<file path="config.mk">
export PLATFORM = sky130hd
export DESIGN_NAME = if_id_fetch_ctrl
export DESIGN_NICKNAME = d
export VERILOG_FILES = /design/src/rtl/if_id_fetch_ctrl.sv
export SDC_FILE = /design/constraint.sdc
export NUM_CORES = 1
export LEC_CHECK = 0
export ABC_AREA = 1
export BUFFER_PORTS_ARGS = -buffer_cell sky130_fd_sc_hd__buf_2
export CELL_PAD_IN_SITES_DETAIL_PLACEMENT = 1
export CELL_PAD_IN_SITES_GLOBAL_PLACEMENT = 1
export CORE_ASPECT_RATIO = 1.2
export CORE_UTILIZATION = 41
export DETAILED_ROUTE_END_ITERATION = 12
export PLACE_DENSITY_LB_ADDON = 0.2
export SLEW_MARGIN = 15
export SYNTH_ARGS = -nofsm -noshare
export SYNTH_HDL_FRONTEND = slang
export SYNTH_SLANG_ARGS = --single-unit
</file>
<file path="constraint.sdc">
create_clock -name clk -period 7.35 [get_ports clk]
set_input_delay 1.47 -clock clk [delete_from_list [all_inputs] [get_ports clk]]
set_output_delay 1.47 -clock clk [all_outputs]
set_load 0.03 [all_outputs]
</file>
<file path="src/rtl/if_id_fetch_ctrl.sv">
// Fetch-stage controller: owns the PC and the IF/ID pipeline register. It applies
// hazard-unit stall/flush controls and EX redirects, and detects HALT to freeze fetch.
// It also keeps saturating stall/flush event counters for debug.
module if_id_fetch_ctrl #(
   parameter logic [15:0] RESET_PC  = 16'h0000,
   parameter logic [15:0] NOP_INSTR = 16'h0800,
   parameter int unsigned CNT_W     = 16
) (
   input  logic             clk,
   input  logic             rst,
   input  logic             pc_write_i,
   input  logic             if_id_write_i,
   input  logic             if_id_flush_i,
   input  logic             redirect_i,
   input  logic [15:0]      redirect_pc_i,
   input  logic [15:0]      imem_instr_i,
   output logic [15:0]      imem_addr_o,
   output logic [15:0]      id_instr_o,
   output logic [15:0]      id_pc2_o,
   output logic             id_valid_o,
   output logic             halted_o,
   output logic [CNT_W-1:0] stall_cnt_o,
   output logic [CNT_W-1:0] flush_cnt_o
);

   typedef enum logic [0:0] {StRun, StHalt} state_e;

   localparam logic [CNT_W-1:0] CntOne = {{(CNT_W-1){1'b0}}, 1'b1};
   localparam logic [CNT_W-1:0] CntMax = {CNT_W{1'b1}};

   state_e           state_q, state_d;
   logic [15:0]      pc_q, pc_d;
   logic [15:0]      instr_q, instr_d;
   logic [15:0]      pc2_q, pc2_d;
   logic             valid_q, valid_d;
   logic [CNT_W-1:0] stall_cnt_q, stall_cnt_d;
   logic [CNT_W-1:0] flush_cnt_q, flush_cnt_d;
   logic [15:0]      pc_plus2;
   logic             stall_inc, flush_inc;

   assign pc_plus2 = pc_q + 16'd2;

   // Next-state: redirect > flush > independent PC / IF/ID gating; HALT only honours redirect.
   always_comb begin
      state_d   = state_q;
      pc_d      = pc_q;
      instr_d   = instr_q;
      pc2_d     = pc2_q;
      valid_d   = valid_q;
      stall_inc = 1'b0;
      flush_inc = 1'b0;
      unique case (state_q)
         StRun: begin
            if (redirect_i) begin
               pc_d      = redirect_pc_i;
               instr_d   = NOP_INSTR;
               pc2_d     = 16'h0000;
               valid_d   = 1'b0;
               flush_inc = 1'b1;
            end else if (if_id_flush_i) begin
               // PC already points past the branch, i.e. the not-taken path.
               instr_d   = NOP_INSTR;
               pc2_d     = 16'h0000;
               valid_d   = 1'b0;
               flush_inc = 1'b1;
            end else begin
               if (pc_write_i) begin
                  pc_d = pc_plus2;
               end
               if (if_id_write_i) begin
                  instr_d = imem_instr_i;
                  pc2_d   = pc_plus2;
                  valid_d = 1'b1;
                  if (imem_instr_i[15:11] == 5'b00000) begin
                     // HALT freezes fetch at its own address.
                     state_d = StHalt;
                     pc_d    = pc_q;
                  end
               end else begin
                  stall_inc = 1'b1;
               end
            end
         end
         StHalt: begin
            if (redirect_i) begin
               state_d   = StRun;
               pc_d      = redirect_pc_i;
               instr_d   = NOP_INSTR;
               pc2_d     = 16'h0000;
               valid_d   = 1'b0;
               flush_inc = 1'b1;
            end else if (if_id_write_i) begin
               instr_d = NOP_INSTR;
               pc2_d   = 16'h0000;
               valid_d = 1'b0;
            end
         end
         default: state_d = StRun;
      endcase
   end

   // Saturating event counters.
   always_comb begin
      stall_cnt_d = stall_cnt_q;
      flush_cnt_d = flush_cnt_q;
      if (stall_inc && (stall_cnt_q != CntMax)) begin
         stall_cnt_d = stall_cnt_q + CntOne;
      end
      if (flush_inc && (flush_cnt_q != CntMax)) begin
         flush_cnt_d = flush_cnt_q + CntOne;
      end
   end

   // State registers with asynchronous reset.
   always_ff @(posedge clk or posedge rst) begin
      if (rst) begin
         state_q     <= StRun;
         pc_q        <= RESET_PC;
         instr_q     <= NOP_INSTR;
         pc2_q       <= 16'h0000;
         valid_q     <= 1'b0;
         stall_cnt_q <= '0;
         flush_cnt_q <= '0;
      end else begin
         state_q     <= state_d;
         pc_q        <= pc_d;
         instr_q     <= instr_d;
         pc2_q       <= pc2_d;
         valid_q     <= valid_d;
         stall_cnt_q <= stall_cnt_d;
         flush_cnt_q <= flush_cnt_d;
      end
   end

   assign imem_addr_o = pc_q;
   assign id_instr_o  = instr_q;
   assign id_pc2_o    = pc2_q;
   assign id_valid_o  = valid_q;
   assign halted_o    = (state_q == StHalt);
   assign stall_cnt_o = stall_cnt_q;
   assign flush_cnt_o = flush_cnt_q;

endmodule

</file>
# Yosys cells after proc, flatten, opt, wreduce, memory -nomap -nowiden
# Cells that the tools add are included.
# totals
in_bits	38
n_memories	0
rom_bits	0
latchBits	0
ram_bits	0
output_inout_bits	82
wordCells	62
ff_bits	82
# op_classes
mul	0
order_cmp	0
shifts	0
n_eq_ne	7
n_mux	39
n_reduce_logical	5
bitwise	1
addsub	3
div	0
# ops
cell	n
two-way mux 16 bit	16
one-hot mux 16 bit (2 select lines)	3
adder 16 x 1 -> 16 bit, second input constant	2
!= test 16 bit, second input constant	2
two-way mux 1 bit	17
adder 16 x 2 -> 16 bit, second input constant	1
!= test 4 bit, second input constant	2
!= test 3 bit, second input constant	2
one-hot mux 1 bit (2 select lines)	3
logical NOT 5 bit	1
AND reduction 3 bit	1
logical AND 1 bit	2
!= test 2 bit, second input constant	1
AND reduction 2 bit	1
NOT 1 bit	1

# Logic depth before layout (Yosys ltp)
# logic_depth
depth_word	7
mapped_depth	11
mapped_depth_nobuf	10

# Worst setup path before layout
# OpenSTA, ideal clock, no wires.
# synth_path
path_type	input-to-reg
startpoint	input port if_id_flush_i
endpoint	register pc2_q[4], in the netlist id_pc2_o[4]
n_path_buf	1
setup_ns	0.121
cell_stages	5
arrival_ns	2.252
setup_slack_ns	4.977
cell_sequence	inv_1 -> o21ai_1 -> nor2_1 -> buf_2 -> a22o_1
# synth_between
elab_chain_len	3
# synth_rtl
item	line_no	source
start: declaration	13	input logic if_id_flush_i,
two-way mux 16 bit	60	end else if (if_id_flush_i) begin
two-way mux 16 bit	54	if (redirect_i) begin
one-hot mux 16 bit (2 select lines)	52	unique case (state_q)
end signal: assignment	128	pc2_q <= pc2_d;
end: declaration	34	logic [15:0] pc2_q, pc2_d;
# Parallel ways exist; a longest one is shown, timed or not.
# A chain may end at the register's enable or synchronous reset.

# Worst setup path after layout
# layout_path
startpoint	input port redirect_i
endpoint	register instr_q[14], in the netlist id_instr_o[14]
# layout_between
elab_chain_len	2
# layout_rtl
item	line_no	source
start: declaration	14	input logic redirect_i,
!= test 4 bit (no source line), or another cell as far along	--	
AND reduction 2 bit (no source line) or one-hot mux 16 bit (2 select lines) (tied branches)	--	
end signal: assignment	127	instr_q <= instr_d;
end: declaration	33	logic [15:0] instr_q, instr_d;
# Parallel ways exist; a longest one is shown, timed or not.

==> results.yml <==
status:
  status: "finished clean"
setup_path:
  endpoint_kind: "flop"
  cp.arrival_ns: 3.29
  crit_buf_inv: 3
  cp_slowest_cell: "inv_1"
  crit_family: "buffers and inverters"
  critical_path_class: "in -> reg"
  cp_data_required_time_ns: 7.62
  path_max_fanout: 29
  max_stage_delay_ns: 0.67
  cp_cell_sequence: "buf_2, nor2_2, buf_4, nand3_1, inv_1, a22o_1"
  worstSetupStartpointType: "input port"
synthesis:
  syn-num-nets: 608
  synth_warnings: 0
  synth_cell_types: 28
  seq_area_frac_synth: 0.472
  synthFlopType: "dfrtp_1"
  synth_cells: 567
  avgSynthCellArea_um2: 7.68
  synth_seq_cells: 82
  synthArstFlopShare: 1.00
  netlist_area_um2: 4350
  synth_edf_count: 0
clocking:
  h-tree-depth: 3
  cts_hold_buf: 0
  cts.path.max_buffers: 2
  clock-sinks: 82
  cts_root_buf: "clkbuf_16"
  cts_buffers: 9
  clk_pin_slew_ns: 0.06
  post_cts_buffers: 0
  cts_tree: "built"
  cts_resized: 0
  clock_latency_ns: 0.34
grt:
  grt_max_degree: 83
  track_usage: 0.253
  grt_pass1_wl_um: 21400
  grt_pass1_vias: 4449
  antenna_found_initial: 0
  gr-total-overflow: 0
routing:
  ant_nets: 0
  vias: 4247
  dr.pass1.iters: 4
  avgRoutedWirePerCell_um: 15.9
  avgViaCountPerCell: 5.20
  drt_iter0_markers: 129
  drc: 0
  routed_wl_um: 13000
sta:
  fmax_ghz: 0.332
  min_period_ns: 3.01
  tightest_slew_ns: 0.771
  fin_crit_sh: 0.410
  drv_slew: 0
  finClkSkew_ns: 0.00753
  finalHoldViolations: 0
  setup_viol: 0
  relSlewSlack: 0.486
  rsz0062_at_grt: "no"
  fin_setup_tns_ns: 0
  whs_ns: 0.466
placed_design:
  post-dp-hpwl_um: 9490
  portBuffers: 119
  numPlacedInstances: 800
  routabilityCongestion: 0.812
power_and_ir_drop:
  ir_drop_v: 0.000139
  comb_power_share: 0.234
  pwr-share-clk: 0.346
  switching_share: 0.355
  powerDensity_nw_per_um2: 248
  p_leak_nw: 2.82
  p_seq_frac: 0.419
  p_int_uw: 855
  fin_total_pwr_mw: 1.33
  p_sw_uw: 471
min_path:
  hp-class: "reg -> reg"
die:
  core_um2: 10200
  die_x_um: 96.1
  start_util: 0.429
  dieArea_um2: 11000
  die_h_um: 115
  rows: 40
  pin_count: 120
flow_run:
  max_cap_viol_count: 0
layout:
  finalNonFillerCells: 816
  final_nets: 726
  area_delta_synth_final_pct: 22.8
  diodes: 0
  fin_util: 0.526
  drive_above_1_share: 0.238
==> sequential cells by signal (all words and copies together), names as in the netlist <==
name and count:
imem_addr_o 16, id_valid_o 1, id_pc2_o 16, flush_cnt_o 16, stall_cnt_o 16, halted_o 1
id_instr_o 16
==> cell usage in the layout, fill, tap and decap left out <==
| master | count |
|---|---|
| nor2_2 | 7 |
| buf_4 | 1 |
| xor2_1 | 5 |
| ha_1 | 3 |
| clkinv_4 | 1 |
| dfstp_2 | 1 |
| nand4_1 | 8 |
| nand2_4 | 2 |
| clkinv_2 | 2 |
| buf_6 | 1 |
| buf_2 | 119 |
| inv_6 | 2 |
| clkbuf_16 | 9 |
| inv_4 | 2 |
| and2_0 | 2 |
| inv_1 | 35 |
| nand2_1 | 223 |
| nor3_1 | 2 |
| nand2_2 | 4 |
| o21ai_0 | 28 |
| a22o_1 | 19 |
| nor2_4 | 3 |
| inv_2 | 3 |
| nor2_1 | 57 |
| a21oi_1 | 1 |
| xnor2_1 | 20 |
| nand3_1 | 38 |
| o211ai_1 | 2 |
| or2_2 | 4 |
| dfrtp_1 | 81 |
| o21ai_1 | 1 |
| bufinv_16 | 1 |
| o21a_1 | 1 |
| clkinvlp_4 | 2 |
==> synthesized netlist by cell type (all sizes together) (2+ instances only) <==
cell	number	area share
xor2	5	0.010
nand2	229	0.20
ha	3	0.0086
buf	12	0.020
xnor2	20	0.040
dfrtp	81	0.47
a22o	19	0.038
nor3	2	0.0023
nand4	8	0.011
and2	2	0.0029
o21ai	29	0.033
clkbuf	2	0.0017
nand3	38	0.044
or2	4	0.0057
o211ai	2	0.0034
nor2	67	0.065
inv	41	0.036
==> path summary, 6_finish.rpt <==
check	from	end	slack [ns]	cells past startpoint
min in group asynchronous	rst	stall_cnt_o[1]	1.34	3
max	redirect_i	id_instr_o[14]	4.34	6
min reg2reg	id_instr_o[11]	id_instr_o[11]	0.47	2
max in group asynchronous	rst	imem_addr_o[2]	5.50	3
min	id_instr_o[11]	id_instr_o[11]	0.47	2
max reg2reg	halted_o	id_instr_o[14]	5.16	5
==> worst register-to-register path, cell delays in order (launching register included) <==
cell	delay, ns
dfrtp_1	0.43
nor2_2	0.10
buf_4	0.29
nand3_1	0.35
inv_1	0.67
a22o_1	0.28
==> layer usage <==
layer | GRT usage | vias up | routed length [um]
met5 | 0 | - | 0
met4 | 0.109 | 0 | 394
met3 | 0.0430 | 30 | 491
met2 | 0.447 | 97 | 6870
met1 | 0.297 | 2082 | 5200
li1 | - | 2038 | -
==> cell families after synthesis <==
logic type	share of synthesized area
xor+xnor	0.0503
simple gates	0.334
fa+ha+maj	0.00862
compound gates	0.0779
buf+inv	0.0578
flops	0.472
==> cell type report <==
cell class | count | area (um2)
inverter | 41 | 160
tap | 126 | 158
clock buffer | 9 | 225
sequential | 82 | 2050
clock inverter | 7 | 76.3
multi-input combinational | 430 | 2060
fill | 1307 | 4810
timing repair buffer | 121 | 614
==> power groups by stage <==
stage | registers, mW | clock network (mW) | logic (mW)
2_1_floorplan | 0.638 | 0 | 0.132
3_3_place_gp | 0.561 | 0 | 0.303
3_5_place_dp | 0.564 | 0 | 0.313
4_1_cts | 0.556 | 0.471 | 0.315
5_1_grt | 0.564 | 0.487 | 0.343
6_report | 0.556 | 0.459 | 0.311
==> per-stage QoR <==
step	area [um2]	worst slack (ns)
global route	5350	4.14
finish	5350	4.34
CTS	5340	4.34
floorplan	4350	3.77
detailed placement	5040	3.98
global placement	5040	4.10
No activity file was read; power rests on OpenSTA's default activity.
